--- config.mk ---
export PLATFORM = sky130hd
export DESIGN_NAME = cache_control_flat
export DESIGN_NICKNAME = d
export VERILOG_FILES = /design/src/rtl/cache_control_pkg.sv /design/src/rtl/cache_control_if.sv /design/src/rtl/cache_control_perf_counters.sv /design/src/rtl/cache_control.sv /design/src/flat_wrapper.sv
export SDC_FILE = /design/constraint.sdc
export NUM_CORES = 1
export LEC_CHECK = 0
export CAP_MARGIN = 40
export CORE_AREA = 2 2 39 41
export CTS_CLUSTER_SIZE = 40
export DETAILED_ROUTE_END_ITERATION = 8
export DIE_AREA = 0 0 41 43
export MAX_ROUTING_LAYER = met4
export PLACE_DENSITY_LB_ADDON = 0.25
export SETUP_SLACK_MARGIN = 0.5
export SLEW_MARGIN = 20
export SYNTH_ARGS = -nofsm -noshare
export SYNTH_HDL_FRONTEND = slang
export SYNTH_HIERARCHICAL = 1
export SYNTH_SLANG_ARGS = --single-unit
export TNS_END_PERCENT = 100
--- constraint.sdc ---
create_clock -name clk -period 3.4 [get_ports clk]
set_input_delay 0.68 -clock clk [delete_from_list [all_inputs] [get_ports clk]]
set_output_delay 0.68 -clock clk [all_outputs]
set_load 0.1 [all_outputs]
--- src/rtl/cache_control_pkg.sv ---
// Shared types for the two-way cache controller: FSM states, way index and a way-to-mask helper.
package cache_ctrl_types;

    typedef enum logic [1:0] {
        IDLE      = 2'd0,
        WRITEBACK = 2'd1,
        ALLOCATE  = 2'd2
    } state_t;

    typedef logic way_t;

    function automatic logic [1:0] way_mask(way_t w);
        return w ? 2'b10 : 2'b01;
    endfunction

endpackage

--- src/rtl/cache_control_if.sv ---
// CPU, physical-memory and datapath signals of the cache controller.
// slave = controller side, master = CPU/datapath side.
interface cache_control_if;

    logic       mem_read;
    logic       mem_write;
    logic       mem_resp;
    logic       pmem_read;
    logic       pmem_write;
    logic       pmem_resp;
    logic [1:0] hit;
    logic [1:0] valid;
    logic [1:0] dirty;
    logic       lru;
    logic [1:0] load_data;
    logic [1:0] load_tag;
    logic [1:0] set_valid;
    logic [1:0] set_dirty;
    logic [1:0] clr_dirty;
    logic       load_lru;
    logic       lru_in;
    logic       data_sel;
    logic       pmem_addr_sel;
    logic       way_sel;

    modport slave (
        input  mem_read, mem_write, pmem_resp, hit, valid, dirty, lru,
        output mem_resp, pmem_read, pmem_write, load_data, load_tag, set_valid,
               set_dirty, clr_dirty, load_lru, lru_in, data_sel, pmem_addr_sel, way_sel
    );

    modport master (
        output mem_read, mem_write, pmem_resp, hit, valid, dirty, lru,
        input  mem_resp, pmem_read, pmem_write, load_data, load_tag, set_valid,
               set_dirty, clr_dirty, load_lru, lru_in, data_sel, pmem_addr_sel, way_sel
    );

endinterface

--- src/rtl/cache_control_perf_counters.sv ---
// Saturating hit/miss/writeback counters; only instantiated when CACHE_PERF_CNT_EN is defined.
module cache_perf_counters #(
    parameter int CNT_W = 32
) (
    input  logic             clk,
    input  logic             rst,
    input  logic             resp,
    input  logic             miss,
    input  logic             wb_exit,
    input  logic             idle_no_req,
    output logic [CNT_W-1:0] hit_count,
    output logic [CNT_W-1:0] miss_count,
    output logic [CNT_W-1:0] wb_count
);

    // Set while a request is being serviced by a miss, so its final IDLE hit is not a first-cycle hit.
    logic retry;
    logic hit_inc;

    assign hit_inc = resp && !retry;

    always_ff @(posedge clk or negedge rst) begin
        if (!rst) begin
            retry      <= 1'b0;
            hit_count  <= '0;
            miss_count <= '0;
            wb_count   <= '0;
        end else begin
            if (miss)
                retry <= 1'b1;
            else if (resp || idle_no_req)
                retry <= 1'b0;
            if (hit_inc && (hit_count != '1))
                hit_count <= hit_count + 1'b1;
            if (miss && (miss_count != '1))
                miss_count <= miss_count + 1'b1;
            if (wb_exit && (wb_count != '1))
                wb_count <= wb_count + 1'b1;
        end
    end

endmodule

--- src/rtl/cache_control.sv ---
// Two-way write-back cache controller FSM. Optional perf counters under CACHE_PERF_CNT_EN.
//   state     | meaning
//   IDLE      | serve hits combinationally; on miss latch victim=lru
//   WRITEBACK | write dirty victim line to pmem
//   ALLOCATE  | fill victim way from pmem, then retry as hit in IDLE
module cache_control
    import cache_ctrl_types::*;
#(
    parameter int CNT_W = 32
) (
    input  logic             clk,
    input  logic             rst,
    cache_control_if.slave   bus
`ifdef CACHE_PERF_CNT_EN
    ,
    output logic [CNT_W-1:0] hit_count,
    output logic [CNT_W-1:0] miss_count,
    output logic [CNT_W-1:0] wb_count
`endif
);

    if (CNT_W < 1) begin : g_bad_cnt_w
        $error("CNT_W must be at least 1");
    end

    state_t     state, state_d;
    way_t       victim, victim_d;
    way_t       hit_way;
    logic       req, is_write, hit_any;
    logic       resp_c, pr_c, pw_c, ll_c, li_c, ds_c, pas_c, ws_c;
    logic [1:0] ld_c, lt_c, sv_c, sd_c, cd_c;

    assign req      = bus.mem_read || bus.mem_write;
    assign is_write = bus.mem_write;
    assign hit_any  = |bus.hit;
    assign hit_way  = ~bus.hit[0];

    always_ff @(posedge clk or negedge rst) begin
        if (!rst) begin
            state  <= IDLE;
            victim <= 1'b0;
        end else begin
            state  <= state_d;
            victim <= victim_d;
        end
    end

    always_comb begin
        state_d  = state;
        victim_d = victim;
        resp_c   = 1'b0;
        pr_c     = 1'b0;
        pw_c     = 1'b0;
        ll_c     = 1'b0;
        li_c     = 1'b0;
        ds_c     = 1'b0;
        pas_c    = 1'b0;
        ws_c     = 1'b0;
        ld_c     = '0;
        lt_c     = '0;
        sv_c     = '0;
        sd_c     = '0;
        cd_c     = '0;
        case (state)
            IDLE: begin
                if (req && hit_any) begin
                    resp_c = 1'b1;
                    ll_c   = 1'b1;
                    li_c   = ~hit_way;
                    ws_c   = hit_way;
                    if (is_write) begin
                        ld_c = way_mask(hit_way);
                        sd_c = way_mask(hit_way);
                    end
                end else if (req) begin
                    victim_d = bus.lru;
                    state_d  = (bus.valid[bus.lru] && bus.dirty[bus.lru]) ? WRITEBACK : ALLOCATE;
                end
            end
            WRITEBACK: begin
                pw_c  = 1'b1;
                pas_c = 1'b1;
                ws_c  = victim;
                if (bus.pmem_resp)
                    state_d = ALLOCATE;
            end
            ALLOCATE: begin
                pr_c = 1'b1;
                if (bus.pmem_resp) begin
                    ld_c    = way_mask(victim);
                    lt_c    = way_mask(victim);
                    sv_c    = way_mask(victim);
                    cd_c    = way_mask(victim);
                    ds_c    = 1'b1;
                    state_d = IDLE;
                end
            end
            default: state_d = IDLE;
        endcase
    end

    // IDLE hits are combinational on CPU inputs, so outputs are masked directly by reset.
    assign bus.mem_resp      = rst & resp_c;
    assign bus.pmem_read     = rst & pr_c;
    assign bus.pmem_write    = rst & pw_c;
    assign bus.load_lru      = rst & ll_c;
    assign bus.lru_in        = rst & li_c;
    assign bus.data_sel      = rst & ds_c;
    assign bus.pmem_addr_sel = rst & pas_c;
    assign bus.way_sel       = rst & ws_c;
    assign bus.load_data     = {2{rst}} & ld_c;
    assign bus.load_tag      = {2{rst}} & lt_c;
    assign bus.set_valid     = {2{rst}} & sv_c;
    assign bus.set_dirty     = {2{rst}} & sd_c;
    assign bus.clr_dirty     = {2{rst}} & cd_c;

`ifdef CACHE_PERF_CNT_EN
    logic miss_evt, wb_exit, idle_no_req;

    assign miss_evt    = (state == IDLE) && req && !hit_any;
    assign wb_exit     = (state == WRITEBACK) && bus.pmem_resp;
    assign idle_no_req = (state == IDLE) && !req;

    cache_perf_counters #(
        .CNT_W (CNT_W)
    ) u_perf (
        .clk         (clk),
        .rst         (rst),
        .resp        (bus.mem_resp),
        .miss        (miss_evt),
        .wb_exit     (wb_exit),
        .idle_no_req (idle_no_req),
        .hit_count   (hit_count),
        .miss_count  (miss_count),
        .wb_count    (wb_count)
    );
`endif

endmodule

--- src/flat_wrapper.sv ---
// flat-port wrapper written by rule: the top's interface ports become plain ports
module cache_control_flat import cache_ctrl_types::*;
#(
    parameter int CNT_W = 32
)
  (clk, rst, bus_mem_read, bus_mem_write, bus_pmem_resp, bus_hit, bus_valid, bus_dirty, bus_lru, bus_mem_resp, bus_pmem_read, bus_pmem_write, bus_load_data, bus_load_tag, bus_set_valid, bus_set_dirty, bus_clr_dirty, bus_load_lru, bus_lru_in, bus_data_sel, bus_pmem_addr_sel, bus_way_sel);
  cache_control_if bus_i ();
  input  logic clk;
  input  logic rst;
  input wire logic [$bits(bus_i.mem_read)-1:0] bus_mem_read;
  input wire logic [$bits(bus_i.mem_write)-1:0] bus_mem_write;
  input wire logic [$bits(bus_i.pmem_resp)-1:0] bus_pmem_resp;
  input wire logic [$bits(bus_i.hit)-1:0] bus_hit;
  input wire logic [$bits(bus_i.valid)-1:0] bus_valid;
  input wire logic [$bits(bus_i.dirty)-1:0] bus_dirty;
  input wire logic [$bits(bus_i.lru)-1:0] bus_lru;
  output wire logic [$bits(bus_i.mem_resp)-1:0] bus_mem_resp;
  output wire logic [$bits(bus_i.pmem_read)-1:0] bus_pmem_read;
  output wire logic [$bits(bus_i.pmem_write)-1:0] bus_pmem_write;
  output wire logic [$bits(bus_i.load_data)-1:0] bus_load_data;
  output wire logic [$bits(bus_i.load_tag)-1:0] bus_load_tag;
  output wire logic [$bits(bus_i.set_valid)-1:0] bus_set_valid;
  output wire logic [$bits(bus_i.set_dirty)-1:0] bus_set_dirty;
  output wire logic [$bits(bus_i.clr_dirty)-1:0] bus_clr_dirty;
  output wire logic [$bits(bus_i.load_lru)-1:0] bus_load_lru;
  output wire logic [$bits(bus_i.lru_in)-1:0] bus_lru_in;
  output wire logic [$bits(bus_i.data_sel)-1:0] bus_data_sel;
  output wire logic [$bits(bus_i.pmem_addr_sel)-1:0] bus_pmem_addr_sel;
  output wire logic [$bits(bus_i.way_sel)-1:0] bus_way_sel;
  assign bus_i.mem_read = bus_mem_read;
  assign bus_i.mem_write = bus_mem_write;
  assign bus_i.pmem_resp = bus_pmem_resp;
  assign bus_i.hit = bus_hit;
  assign bus_i.valid = bus_valid;
  assign bus_i.dirty = bus_dirty;
  assign bus_i.lru = bus_lru;
  assign bus_mem_resp = bus_i.mem_resp;
  assign bus_pmem_read = bus_i.pmem_read;
  assign bus_pmem_write = bus_i.pmem_write;
  assign bus_load_data = bus_i.load_data;
  assign bus_load_tag = bus_i.load_tag;
  assign bus_set_valid = bus_i.set_valid;
  assign bus_set_dirty = bus_i.set_dirty;
  assign bus_clr_dirty = bus_i.clr_dirty;
  assign bus_load_lru = bus_i.load_lru;
  assign bus_lru_in = bus_i.lru_in;
  assign bus_data_sel = bus_i.data_sel;
  assign bus_pmem_addr_sel = bus_i.pmem_addr_sel;
  assign bus_way_sel = bus_i.way_sel;
  cache_control #(.CNT_W(CNT_W)) u_core (.clk(clk), .rst(rst), .bus(bus_i));
endmodule
Word level (Yosys, flattened, before mapping). Index checks and enable logic that the tools add are counted.

Register bits: 3. Bits of input ports: 12.

Eq/ne operators: 6. Reductions and logical operators: 7. Order comparisons: 1. Bitwise logic cells: 11. Mux-type cells: 28.

Operator list (count): 2-bit 2-to-1 mux (12); 1-bit 2-to-1 mux (13); 1-bit AND (6); 2-bit AND (3); 2-bit inequality test, second input constant (3); 2-bit one-hot mux with 3 select lines (1); 2-bit one-hot mux with 2 select lines (1); 4-bit AND reduction (1); 3-bit AND reduction (1); 2-bit by 1-bit == test with 1-bit output, second input constant (1); 2-bit == test, second input constant (1); 1-bit logical AND (2); 2-bit zero test (1); 1-bit by 2-bit < comparator with 1-bit output, second input constant (1); 2-bit by 1-bit inequality test with 1-bit output, second input constant (1); 1-bit NOT (2); 1-bit one-hot mux with 2 select lines (1); 2-bit OR reduction (1); 1-bit logical OR (1).

Longest topological paths before layout.
Depth in word-level cells: 7. Gate-level depth with buffers: 4.

Worst setup path before layout. OpenSTA, ideal clock, no wires.

Path kind: input -> output. From: input port rst. To: output port bus_load_tag[0]. Stages on the path: 3. Slack: -415 ps. Arrival time: 3135 ps. Path buffers: 1. Path through: and4b_4 nor2b_1 buf_4.

Cells in the longest elaborated chain, start to end: 1.

Ends and longest elaborated chain: from (decl) (RTL line flat_wrapper.sv:9) `input logic rst;`; 2-bit AND; to (decl) (RTL line flat_wrapper.sv:21) `output wire logic [$bits(bus_i.load_tag)-1:0] bus_load_tag;`.

Every way passes these cells.

Final worst setup path.
From: input port bus_pmem_resp. To: output port bus_load_data[1].

Cells in the longest elaborated chain, start to end: 3.

Ends and longest elaborated chain: from (decl) (RTL line flat_wrapper.sv:12) `input wire logic [$bits(bus_i.pmem_resp)-1:0] bus_pmem_resp;`; 2-bit 2-to-1 mux (RTL line cache_control.sv:89) `if (bus.pmem_resp) begin`; 2-bit one-hot mux with 2 select lines (RTL line cache_control.sv:64) `case (state)`; 2-bit AND (RTL line cache_control.sv:111) `assign bus.load_data = {2{rst}} & ld_c;`; to (decl) (RTL line flat_wrapper.sv:20) `output wire logic [$bits(bus_i.load_data)-1:0] bus_load_data;`.

Every way passes these cells.

==> impl_summary.log <==
[metrics] Synth Flop Type: sky130_fd_sc_hd__dfrtp_1
[metrics] net count of the mapped netlist: 55
[metrics] f_max: 0.360 GHz
[metrics] internal cell power: 0.152 mW
[metrics] number of resized instances in the post-cts repair step: 1
[metrics] proportion of power drawn by flip-flops and latches: 0.174
[metrics] # clock sinks: 3
[metrics] critical setup path kind: input pin to output port
[metrics] number of warnings reported in the yosys synthesis log: 6
[metrics] largest net degree at the start of global routing: 10
[metrics] NumNets Final: 83
[metrics] worst r2r src: u_core/state[1]
[metrics] Sw Ratio: 0.490
[metrics] final weighted congestion in routability-driven placement: 0.740
[metrics] kind of cell adding the most delay to the critical path: simple AND/OR/NAND/NOR gates
[metrics] routed wire length per instance: 9.70 µm
[metrics] WP depth: 5
[metrics] count of flip-flops with a built-in enable after synthesis: 0
[metrics] Slew headroom: 0.801
[metrics] DRT antenna net count: 0
[metrics] max-slew violation count: 0
[metrics] clock root buffer master: sky130_fd_sc_hd__clkbuf_4
[metrics] RSZ-0062 raised after global routing: false
[metrics] maximum number of buffers from clock root to sink: 2
[metrics] initial detailed-routing violation count: 3
[metrics] wire length of the first global-routing pass: 1.52 mm
[metrics] via total after detailed routing: 385
[metrics] Synth Instances: 43
[metrics] sequential area share after synthesis: 0.228
[metrics] first-pass iteration count of the detailed router: 3
[metrics] result of the run: complete, no violations
[metrics] clock slew at the register clock pins of the worst setup and hold paths: 0.04 ns
[metrics] ports placed on the boundary: 30
[metrics] Clk Latency, worst-skew pair: 0.23 ns
[metrics] worst reg2reg setup slack: 2.22 ns
[metrics] TritonCTS clock tree: done
[metrics] arrival time at the worst endpoint: 2.10 ns
[metrics] global-route congestion overflow total: 0
[metrics] period utilization: 0.818
[metrics] kind of end point of the critical path: output port
[metrics] detailed-route wire length: 834 µm
[metrics] Cell Chain, Critical Path: clkdlybuf4s50_1, and4b_4, and2_4, or2_2, buf_12
[metrics] Leak Pwr: 0.330 nW
[metrics] total core area: 1380 µm²
[metrics] R2R cell count: 3
[metrics] fill cell total of the finished layout: 128
[metrics] Critical Path Max Stage Delay: 0.48 ns
[metrics] number of flip-flops and latches in the synthesized netlist: 3
[metrics] Worst Path Required: 2.72 ns
[metrics] Antenna Cells: 0
[metrics] H-tree lvl count: 1
[metrics] Async SR Flop Fraction: 1.00
[metrics] Max stage delay cell, worst path: sky130_fd_sc_hd__clkdlybuf4s50_1
[metrics] cell type contributing the most total cell area after synthesis: sky130_fd_sc_hd__dfrtp_1
[metrics] vias in the first global route: 354
[metrics] average footprint of a synthesized cell: 7.65 µm²
[metrics] die area: 1760 µm²
[metrics] Setup TNS: 0 ns
[metrics] starting utilization of the core area: 0.238
[metrics] Global Route Usage Sum: 0.129
[metrics] combinational group share of total power: 0.618
[metrics] maximum fanout along the worst path: 5
[metrics] layout cells sized above 1: 0.429
[metrics] Setup violations, final: 0
[metrics] capture instance of the worst register-to-register path: u_core/victim
[metrics] final routed DRC violation total: 0
[metrics] Max VDD drop: 0.181 mV
[metrics] power share of the clock group: 0.209
[metrics] area used by multi-input combinational logic: 219 µm²
[metrics] most frequent cells after synthesis: sky130_fd_sc_hd__buf_4 (6), sky130_fd_sc_hd__nor2_1 (5), sky130_fd_sc_hd__nor2b_1 (5)
[metrics] post-cts hold buffer count: 0
[metrics] floorplan die width: 41 µm
[metrics] FF+latch area: 75.1 µm²
[metrics] worst-margin pin slew: 0.299 ns
[metrics] max-cap viol count: 0
[metrics] CTS Buf Count: 3
[metrics] number of buffer cells added on primary ports: 29
[metrics] number of antenna violations at the first check in global routing: 0
[metrics] Worst Hold Class: input pin to async pin
[metrics] startpoint class of the critical path: input pin
[metrics] Hold Slack: 0.435 ns
[metrics] synthesized cell area: 329 µm²
[metrics] Area growth, synth to finish: 137%
[metrics] total count of hold-check failures in the final report: 0
[metrics] clock skew: 0.000192 ns
[metrics] # rows: 14
[metrics] portion of synthesized cell area occupied by the leading cell type: 0.228
[metrics] count of cell types in the netlist: 21
[metrics] routed via count divided by cell count: 4.48
[metrics] Switch Pwr: 0.146 mW
[metrics] Min Clock Period, post-route: 2.78 ns
[metrics] Crit path buffers/inverters: 2
[metrics] half-perimeter wire length after detailed placement: 742 µm
[metrics] top cells by area, synth: sky130_fd_sc_hd__dfrtp_1 (23%), sky130_fd_sc_hd__buf_4 (14%), sky130_fd_sc_hd__nor2b_1 (9.5%), sky130_fd_sc_hd__nand3_1 (6.1%), sky130_fd_sc_hd__nor2_1 (5.7%)
[metrics] pwr/cell area: 382 nW/µm²
[metrics] post-CTS setup buffer count: 0
[metrics] die boundary height: 43 µm
[metrics] most frequent cell after synthesis: sky130_fd_sc_hd__buf_4
==> layer usage <==
metal,global-route usage,up-vias,wire (µm)
met4,0.0600,0,8
met3,0.0366,2,91
met5,-,-,0
met1,0.174,167,314
met2,0.172,21,420
li1,-,195,-
==> worst register-to-register path: stages (launching register included) <==
cell and delay (ns):
sky130_fd_sc_hd__dfrtp_1 0.42, sky130_fd_sc_hd__nor2_2 0.20, sky130_fd_sc_hd__nand3_1 0.12, sky130_fd_sc_hd__mux2_1 0.32
==> through the flow <==
step	setup slack (ns)	power [mW]	utilization	area (µm²)	std cells
after CTS	0.615	0.302	0.563	779	86
after floorplan	0.524	0.172	-	347	43
after detailed placement	0.471	0.238	0.545	754	82
after global placement	0.483	0.237	0.545	754	82
final	0.620	0.298	0.563	779	86
after global routing	0.564	0.315	0.563	779	86
==> area by class of cell <==
| class | count | area share |
|---|---|---|
| repair buffers | 29 | 0.554 |
| flip-flops and latches | 3 | 0.0963 |
| clock buffers | 4 | 0.0337 |
| multi-input cells | 32 | 0.281 |
| well taps | 16 | 0.0257 |
| inverters | 2 | 0.00963 |
==> power by group through the flow <==
stage	combinational [mW]	sequential (mW)	clock [mW]
after CTS	0.185	0.0519	0.0650
after detailed placement	0.186	0.0524	0
after floorplan	0.122	0.0498	0
after global placement	0.185	0.0524	0
final	0.184	0.0518	0.0622
after global routing	0.193	0.0532	0.0691
==> cells in the final DEF (no fill, tap or decap) <==
cell type	netlist	final
sky130_fd_sc_hd__a21oi_1	2	1
sky130_fd_sc_hd__a21oi_2	0	1
sky130_fd_sc_hd__a32oi_1	1	1
sky130_fd_sc_hd__a41o_1	1	1
sky130_fd_sc_hd__and2_1	1	1
sky130_fd_sc_hd__and2_4	1	1
sky130_fd_sc_hd__and4_2	0	1
sky130_fd_sc_hd__and4b_4	1	1
sky130_fd_sc_hd__buf_12	0	15
sky130_fd_sc_hd__buf_4	6	3
sky130_fd_sc_hd__clkbuf_1	0	1
sky130_fd_sc_hd__clkbuf_4	0	3
sky130_fd_sc_hd__clkdlybuf4s50_1	0	10
sky130_fd_sc_hd__dfrtp_1	3	3
sky130_fd_sc_hd__dlygate4sd2_1	0	1
sky130_fd_sc_hd__inv_1	2	2
sky130_fd_sc_hd__mux2_1	1	1
sky130_fd_sc_hd__nand2_1	1	1
sky130_fd_sc_hd__nand2b_1	1	1
sky130_fd_sc_hd__nand3_1	4	4
sky130_fd_sc_hd__nand3b_1	1	1
sky130_fd_sc_hd__nor2_1	5	4
sky130_fd_sc_hd__nor2_2	1	2
sky130_fd_sc_hd__nor2b_1	5	3
sky130_fd_sc_hd__nor2b_2	0	1
sky130_fd_sc_hd__nor2b_4	0	1
sky130_fd_sc_hd__nor3b_1	1	1
sky130_fd_sc_hd__o21ai_0	2	2
sky130_fd_sc_hd__or2_1	2	1
sky130_fd_sc_hd__or2_2	0	1
==> sequential cells by signal, summed over array words and instances (netlist names) <==
name and count:
u_core/state 2, u_core/victim 1
==> kinds of logic after synthesis <==
group | share of synthesized area
buf+inv | 0.160
simple gates | 0.460
flops | 0.228
mux | 0.0342
compound gates | 0.118
==> worst max path at each step <==
| stage | start | end | slack [ns] |
|---|---|---|---|
| 6_report | bus_pmem_resp | bus_load_data[1] | 0.62 |
| 5_1_grt | bus_pmem_resp | bus_load_data[1] | 0.56 |
| 4_1_cts | bus_pmem_resp | bus_load_data[1] | 0.61 |
| 3_5_place_dp | rst | bus_load_data[1] | 0.47 |
| 3_3_place_gp | rst | bus_load_data[1] | 0.48 |
| 2_1_floorplan | bus_mem_write | bus_mem_resp | 0.52 |
No activity file was read; power rests on OpenSTA's default activity.
